==> config.mk <==
export PLATFORM = sky130hd
export DESIGN_NAME = serial_addsub
export DESIGN_NICKNAME = d
export VERILOG_FILES = /design/src/rtl/serial_addsub_pkg.sv /design/src/rtl/serial_addsub_slice.sv /design/src/rtl/serial_addsub.sv
export SDC_FILE = /design/constraint.sdc
export NUM_CORES = 1
export LEC_CHECK = 0
export ABC_CLOCK_PERIOD_IN_PS = 2850
export BUFFER_PORTS_ARGS = -buffer_cell sky130_fd_sc_hd__buf_2
export CAP_MARGIN = 25
export CORE_ASPECT_RATIO = 0.75
export CORE_MARGIN = 4
export CORE_UTILIZATION = 40
export DETAILED_ROUTE_END_ITERATION = 10
export PLACE_DENSITY = 0.59
export SYNTH_ARGS = -nofsm -noshare
export SYNTH_HDL_FRONTEND = slang
export SYNTH_SLANG_ARGS = --single-unit
==> constraint.sdc <==
create_clock -name clk -period 2.85 [get_ports clk]
set_input_delay 0.1425 -clock clk [delete_from_list [all_inputs] [get_ports clk]]
set_output_delay 0.1425 -clock clk [all_outputs]
set_load 0.01 [all_outputs]
==> src/rtl/serial_addsub_pkg.sv <==
// Shared types and sizing helpers for the bit-serial adder/subtractor.
// Latency: n/a (declarations only).
// Backpressure: n/a (declarations only).
package serial_addsub_pkg;

    typedef enum logic [0:0] {
        ST_IDLE = 1'b0,
        ST_RUN  = 1'b1
    } state_t;

    // Number of W-bit chunks making up an N-bit operand.
    function automatic int cc_of(input int n, input int w);
        return n / w;
    endfunction

    // Chunk counter width; a single chunk still needs one counter bit.
    function automatic int cnt_width(input int n, input int w);
        int cc;
        cc = n / w;
        return (cc <= 1) ? 1 : $clog2(cc);
    endfunction

endpackage

==> src/rtl/serial_addsub_slice.sv <==
// One W-bit ripple slice: a + (b ^ inv_b) + cin, with carry-out and signed overflow.
// Latency: purely combinational.
// Backpressure: none; outputs follow inputs.
module serial_addsub_slice #(
    parameter int W = 4
) (
    input  logic [W-1:0] a,
    input  logic [W-1:0] b,
    input  logic         cin,
    input  logic         inv_b,
    output logic [W-1:0] s,
    output logic         cout,
    output logic         ovf
);

    logic [W-1:0] bx;
    logic [W-1:0] lo_sum;
    logic [1:0]   hi_sum;
    logic         c_msb;

    // Split the add below and at the MSB so the carry into the sign bit is visible.
    always_comb begin
        bx     = b ^ {W{inv_b}};
        lo_sum = {1'b0, a[W-2:0]} + {1'b0, bx[W-2:0]} + {{(W-1){1'b0}}, cin};
        c_msb  = lo_sum[W-1];
        hi_sum = {1'b0, a[W-1]} + {1'b0, bx[W-1]} + {1'b0, c_msb};
        s      = {hi_sum[0], lo_sum[W-2:0]};
        cout   = hi_sum[1];
        ovf    = c_msb ^ hi_sum[1];
    end

endmodule

==> src/rtl/serial_addsub.sv <==
// Bit-serial N-bit add/sub over N/W LSB-first chunks, linked by one carry register.
// Latency: each accepted chunk's result appears one cycle later; done marks the last.
// Backpressure: none outward; in_valid=0 in RUN stalls with carry/count held.
module serial_addsub #(
    parameter int N = 16384,
    parameter int W = 4
) (
    input  logic         clk,
    input  logic         rst,
    input  logic         start,
    input  logic         sub,
    input  logic         in_valid,
    input  logic [W-1:0] a,
    input  logic [W-1:0] b,
    output logic         busy,
    output logic         out_valid,
    output logic [W-1:0] c,
    output logic         done,
    output logic         cout,
    output logic         ovf
);

    import serial_addsub_pkg::*;

    localparam int CC = cc_of(N, W);
    localparam int CW = cnt_width(N, W);
    localparam logic [CW-1:0] LAST_CNT = CW'(CC - 1);

    if (N % W != 0) begin : g_bad_n
        $error("serial_addsub: N must be a multiple of W");
    end
    if (W < 2) begin : g_bad_w
        $error("serial_addsub: W must be at least 2");
    end

    state_t        state;
    state_t        state_nxt;
    logic          mode;
    logic          carry;
    logic [CW-1:0] cnt;
    logic          accept;
    logic          last;
    logic [W-1:0]  sl_s;
    logic          sl_cout;
    logic          sl_ovf;

    assign busy   = (state == ST_RUN);
    assign accept = busy && in_valid;
    assign last   = (cnt == LAST_CNT);

    serial_addsub_slice #(.W(W)) u_slice (
        .a     (a),
        .b     (b),
        .cin   (carry),
        .inv_b (mode),
        .s     (sl_s),
        .cout  (sl_cout),
        .ovf   (sl_ovf)
    );

    // State register.
    always_ff @(posedge clk) begin
        if (!rst) begin
            state <= ST_IDLE;
        end else begin
            state <= state_nxt;
        end
    end

    // Next state: start launches a run; the final accepted chunk ends it.
    always_comb begin
        state_nxt = state;
        case (state)
            ST_IDLE: if (start)            state_nxt = ST_RUN;
            ST_RUN:  if (in_valid && last) state_nxt = ST_IDLE;
            default:                       state_nxt = ST_IDLE;
        endcase
    end

    // Datapath: mode/carry seeded at start (carry=1 gives the +1 of two's-complement
    // subtraction), advanced per accepted chunk, final flags captured on the last chunk.
    always_ff @(posedge clk) begin
        if (!rst) begin
            mode      <= 1'b0;
            carry     <= 1'b0;
            cnt       <= '0;
            c         <= '0;
            out_valid <= 1'b0;
            done      <= 1'b0;
            cout      <= 1'b0;
            ovf       <= 1'b0;
        end else begin
            out_valid <= accept;
            done      <= accept && last;
            if (state == ST_IDLE && start) begin
                mode  <= sub;
                carry <= sub;
                cnt   <= '0;
            end
            if (accept) begin
                c     <= sl_s;
                carry <= sl_cout;
                cnt   <= cnt + CW'(1);
                if (last) begin
                    cout <= sl_cout;
                    ovf  <= sl_ovf;
                end
            end
        end
    end

endmodule

# --- Yosys cells after proc, flatten, opt, wreduce, memory -nomap -nowiden ---
# Cells that the tools add are included.
word_totals:
  regBits: 23
  latch_bits: 0
  ram_bits: 0
  romBits: 0
  in_bits: 13
  output_inout_bits: 9
  word_cells: 31
  n_memories: 0
op_classes:
  add_sub_neg: 5
  multipliers: 0
  div_mod_pow: 0
  order_cmp: 0
  n_eq_ne: 1
  shifts: 0
  mux: 7
  bitwise_logic: 3
  n_reduce_logical: 6
ops:
  columns: ["op", "n"]
  rows:
  - ["12-bit two-way mux", 2]
  - ["12-bit by 1-bit adder with 12-bit output (second input constant)", 1]
  - ["12-bit == test (second input constant)", 1]
  - ["3-bit by 3-bit adder with 4-bit output", 1]
  - ["4-bit by 1-bit adder with 4-bit output", 1]
  - ["1-bit logical AND", 4]
  - ["1-bit two-way mux", 4]
  - ["4-bit XOR", 1]
  - ["1-bit by 1-bit adder with 2-bit output", 1]
  - ["2-bit by 1-bit adder with 2-bit output", 1]
  - ["1-bit one-hot mux with 2 select lines", 1]
  - ["2-bit AND reduction", 1]
  - ["2-bit nonzero test", 1]
  - ["1-bit NOT", 1]
  - ["1-bit XOR", 1]

# --- Longest topological paths before layout ---
depth:
  word_depth: 5
  mapped_depth: 8
  depth_no_buf: 7

# --- By module ---
# From an unflattened synthesis, not the netlist that was laid out.
unflattened:
  cells_unflattened: 133
  area_unflattened_um2: 1202.4
modules_own_cells:
  columns: ["module", "instances", "cells_each", "area_per_inst_um2", "seq_area_each_um2"]
  rows:
  - ["serial_addsub", 1, 115, 1033.5, 460.4]
  - ["serial_addsub_slice", 1, 18, 168.9, 0.0]

# --- Least setup slack after synthesis ---
# Ideal clock, no wire load.
synth_timing:
  path_type: "reg-to-reg"
  startpoint: "reg mode"
  endpoint: "reg ovf"
  setup_time_ns: 0.087
  t_arrival_ns: 1.950
  t_required_ns: 2.763
  path_slack_ns: 0.813
  stages_incl_launch_ff: 9
  n_path_buf: 1
  synth_period_minus_slack_ns: 2.037
  path_cell_list: "dfxtp_1 -> clkbuf_1 -> xor2_1 -> fa_1 -> nand3_1 -> nand2_1 -> fa_1 -> xnor2_1 -> o31ai_1"
synth_between:
  elab_chain_cells: 5
  elab_cells_between_ends: 6
  classes_between: "4 x add/sub; 2 x bitwise"
synth_lines:
  columns: ["element", "line_no", "rtl"]
  rows:
  - ["start: declaration", "serial_addsub.sv:38", "logic mode;"]
  - ["start signal: assignment", "serial_addsub.sv:96", "mode <= sub;"]
  - ["4-bit XOR *", "serial_addsub_slice.sv:23", "bx = b ^ {W{inv_b}};"]
  - ["3-bit by 3-bit adder with 4-bit output", "serial_addsub_slice.sv:24", "lo_sum = {1'b0, a[W-2:0]} + {1'b0, bx[W-2:0]} + {{(W-1){1'b0}}, cin};"]
  - ["4-bit by 1-bit adder with 4-bit output", "serial_addsub_slice.sv:24", null]
  - ["2-bit by 1-bit adder with 2-bit output *", "serial_addsub_slice.sv:26", "hi_sum = {1'b0, a[W-1]} + {1'b0, bx[W-1]} + {1'b0, c_msb};"]
  - ["net sl_cout", "serial_addsub.sv:44", "logic sl_cout;"]
  - ["1-bit XOR *", "serial_addsub_slice.sv:29", "ovf = c_msb ^ hi_sum[1];"]
  - ["end signal: assignment", "serial_addsub.sv:106", "ovf <= sl_ovf;"]
  - ["end: declaration", "serial_addsub.sv:20", "output logic ovf"]
# The timed path passes the listed nets; every way through them passes the cells marked *.
# A chain may end at the register's enable or synchronous reset.

# --- Worst setup path in the final report ---
# Same ends and word-level chain as after synthesis.

==> results.yml <==
clock_network:
  clk_pin_slew_ps: 80
  post-cts-setup-buffers: 0
  clockBufferDepth: 2
  cts_hold_buf: 0
  tritoncts: "yes"
  cts.sinks: 23
  ctsResizeCount: 0
  cts-root-buf: "clkbuf_8"
  cts.htree.levels: 1
  clkLatencyLatePin_ps: 270
  cts_buffers: 3
floorplanning:
  dieArea_um2: 3860
  io_pins: 22
  start_util_pct: 43.3
  die_h_um: 54.8
  core_um2: 2700
  die_w_um: 70.4
  fp-row-count: 16
critical_path:
  crit_path_end_kind: "flip-flop"
  crit_chain: "xor2_1 -> fa_1 -> nand3_1 -> nand2_1 -> fa_1 -> xnor2_1 -> o31ai_1"
  critical_path.most_common_cell: "fa_1"
  cp_max_fo: 5
  crit_path_start_kind: "flip-flop"
  cp.required_ps: 3030
  reg2reg_depth: 7
  r2r_start: "mode"
  path_class: "flip-flop to flip-flop"
  cp-startpoint: "mode"
  cp.arrival_ps: 2300
  critPathSlowestCell: "fa_1"
  slowest_delay_ps: 470
timing:
  setup_viol: 0
  fin_crit_sh_pct: 74.4
  min_period_ps: 2120
  hold_viol: 0
  max_freq_mhz: 472
  fin_tns_setup_ps: 0
  skew_ps: 2.03
  worstMarginPinSlew_ps: 642
  drv_slew: 0
  rsz0062_at_grt: "false"
  slew_headroom_pct: 57.1
status:
  outcome: "complete, no violations"
power:
  power_leakage_uw: 0.000552
  max-vdd-ir-drop_mv: 0.325
  total_power_uw: 625
  p_per_area_nw_per_um2: 473
global_routing:
  grt_pass1_wl_mm: 4.16
  grt_antenna_before_repair: 0
  grt_pass1_vias: 887
  track_usage_pct: 13.8
  grt_max_degree: 21
  overflow: 0
cells_and_area:
  diodes: 0
  nNetsFinal: 169
  fill_cells: 267
  area.growth.synth_to_final_pct: 13.0
  drive_above_1_share_pct: 20.1
flow_run:
  maxCapViolCount: 0
detailed_routing:
  drtIter0Drc: 53
  vias: 969
  drt-wirelength-per-cell_um: 13.2
  wl_mm: 2.44
  ant_nets: 0
  firstDrtPassIters: 4
  drc: 0
  avgViaCountPerCell: 5.24
logic_synthesis:
  syn_area_um2: 1170
  synth_area_per_cell_um2: 8.86
  yosysUniqueCellTypes: 38
  synthCells: 132
  async_reset_ff_share_pct: 0
  postSynthNetCount: 151
  synthFlopType: "dfxtp_1"
  yosys_warnings: 0
  synth_edf_count: 0
  ys_seq_area_share_pct: 39.4
  synth_seq_cells: 23
place:
  dp_hpwl_mm: 1.86
  numPortBuffers: 21
  place_congestion: 0.765
hold_path:
  min_path_type: "input pin to flip-flop"
  worstHoldPathCells: 3
  hold_start: "sub"
## cell usage after synthesis, types with 3 or more instances
master,count,area [um2]
nand4_1,4,25.0
dfxtp_1,23,460
and3_1,3,18.8
nand2_1,18,67.6
and4_1,4,35.0
ha_1,3,37.5
a21oi_1,10,50.1
fa_1,3,60.1
nor2_1,15,56.3
clkbuf_1,3,11.3
nand3_1,6,30.0
inv_1,3,11.3
xor2_1,4,35.0
## worst paths after layout
path | end | slack, ps
setup / recovery | ovf | 730
setup reg to reg | ovf | 730
hold reg to reg | c[3] | 450
hold / removal | mode | 120
## worst max-delay path, delay by kind of cell, from the launching register on
family / cells / cell delay, ps
compound gates: 1 / 190
flops: 1 / 460
xor+xnor: 2 / 270
simple gates: 2 / 200
fa+ha+maj: 2 / 890
## logic make-up (layout without fill, tap and decap cells)
group                    count (synthesis)  after routing  share of synthesized area (%)
flip-flops                              23             23                           39.4
multiplexers                             5              5                           5.03
adder cells (fa/ha/maj)                  6              6                           8.34
buffers and inverters                   11             28                           4.60
AND/OR/NAND/NOR                         58             58                           25.8
XOR/XNOR                                 6              6                           4.49
AO/OA/AOI/OAI                           23             23                           12.4
## metrics by stage
| step | hold slack (ps) | instance area (um2) | util, % | setup slack, ps | cells |
|---|---|---|---|---|---|
| after floorplan | 260 | 1170 | - | 813 | 132 |
| after global placement | 391 | 1280 | 47.3 | 826 | 181 |
| after detailed placement | 397 | 1280 | 47.3 | 733 | 181 |
| after global routing | 121 | 1320 | 48.9 | 602 | 185 |
| final | 121 | 1320 | 48.9 | 730 | 185 |
| after CTS | 114 | 1320 | 48.9 | 709 | 185 |
## sequential cells by signal (all words and copies together) (netlist names)
register	count
carry	1
busy	1
mode	1
cnt	12
c	4
done	1
ovf	1
out_valid	1
cout	1
## per-layer routing
metal  global-route usage (%)  wire [um]
met1                     19.3       1270
met2                     21.3       1030
met3                     4.59        146
met4                     1.91          0
met5                        0          0
## final cells by class
class                   instances  area, um2  area share [%]
well taps                      36       45.0            3.41
flip-flops and latches         23        460            34.8
clock buffers                   4       45.0            3.41
repair buffers                 21        105            7.95
multi-input cells              98        656            49.6
inverters                       3       11.3           0.851
## cell usage in the layout (no fill, tap or decap), drive strengths merged
| master | count |
|---|---|
| dfxtp | 23 |
| buf | 21 |
| nand2 | 18 |
| nor2 | 16 |
| a21oi | 10 |
| nand3 | 8 |
| and4 | 5 |
| xor2 | 4 |
| nand4 | 4 |
| clkbuf | 4 |
| mux2 | 4 |
| and3 | 3 |
| inv | 3 |
| fa | 3 |
| ha | 3 |
| xnor2 | 2 |
| a22oi | 2 |
| a211oi | 2 |
| a31oi | 2 |
| o21ai | 2 |
| nand2b | 1 |
| o211a | 1 |
| and2 | 1 |
| nor3 | 1 |
| mux2i | 1 |
| o31ai | 1 |
| nor2b | 1 |
| o2111ai | 1 |
| o41ai | 1 |
| o21a | 1 |
## power by group
group / switching [uW] / internal, uW / leakage, uW
Sequential: 7.48 / 329 / 0.000187
Combinational: 49.5 / 37.0 / 0.000343
Clock: 102 / 99.9 / 0.0000228
Total: 159 / 466 / 0.000552
(Power assumes the default switching activity.)
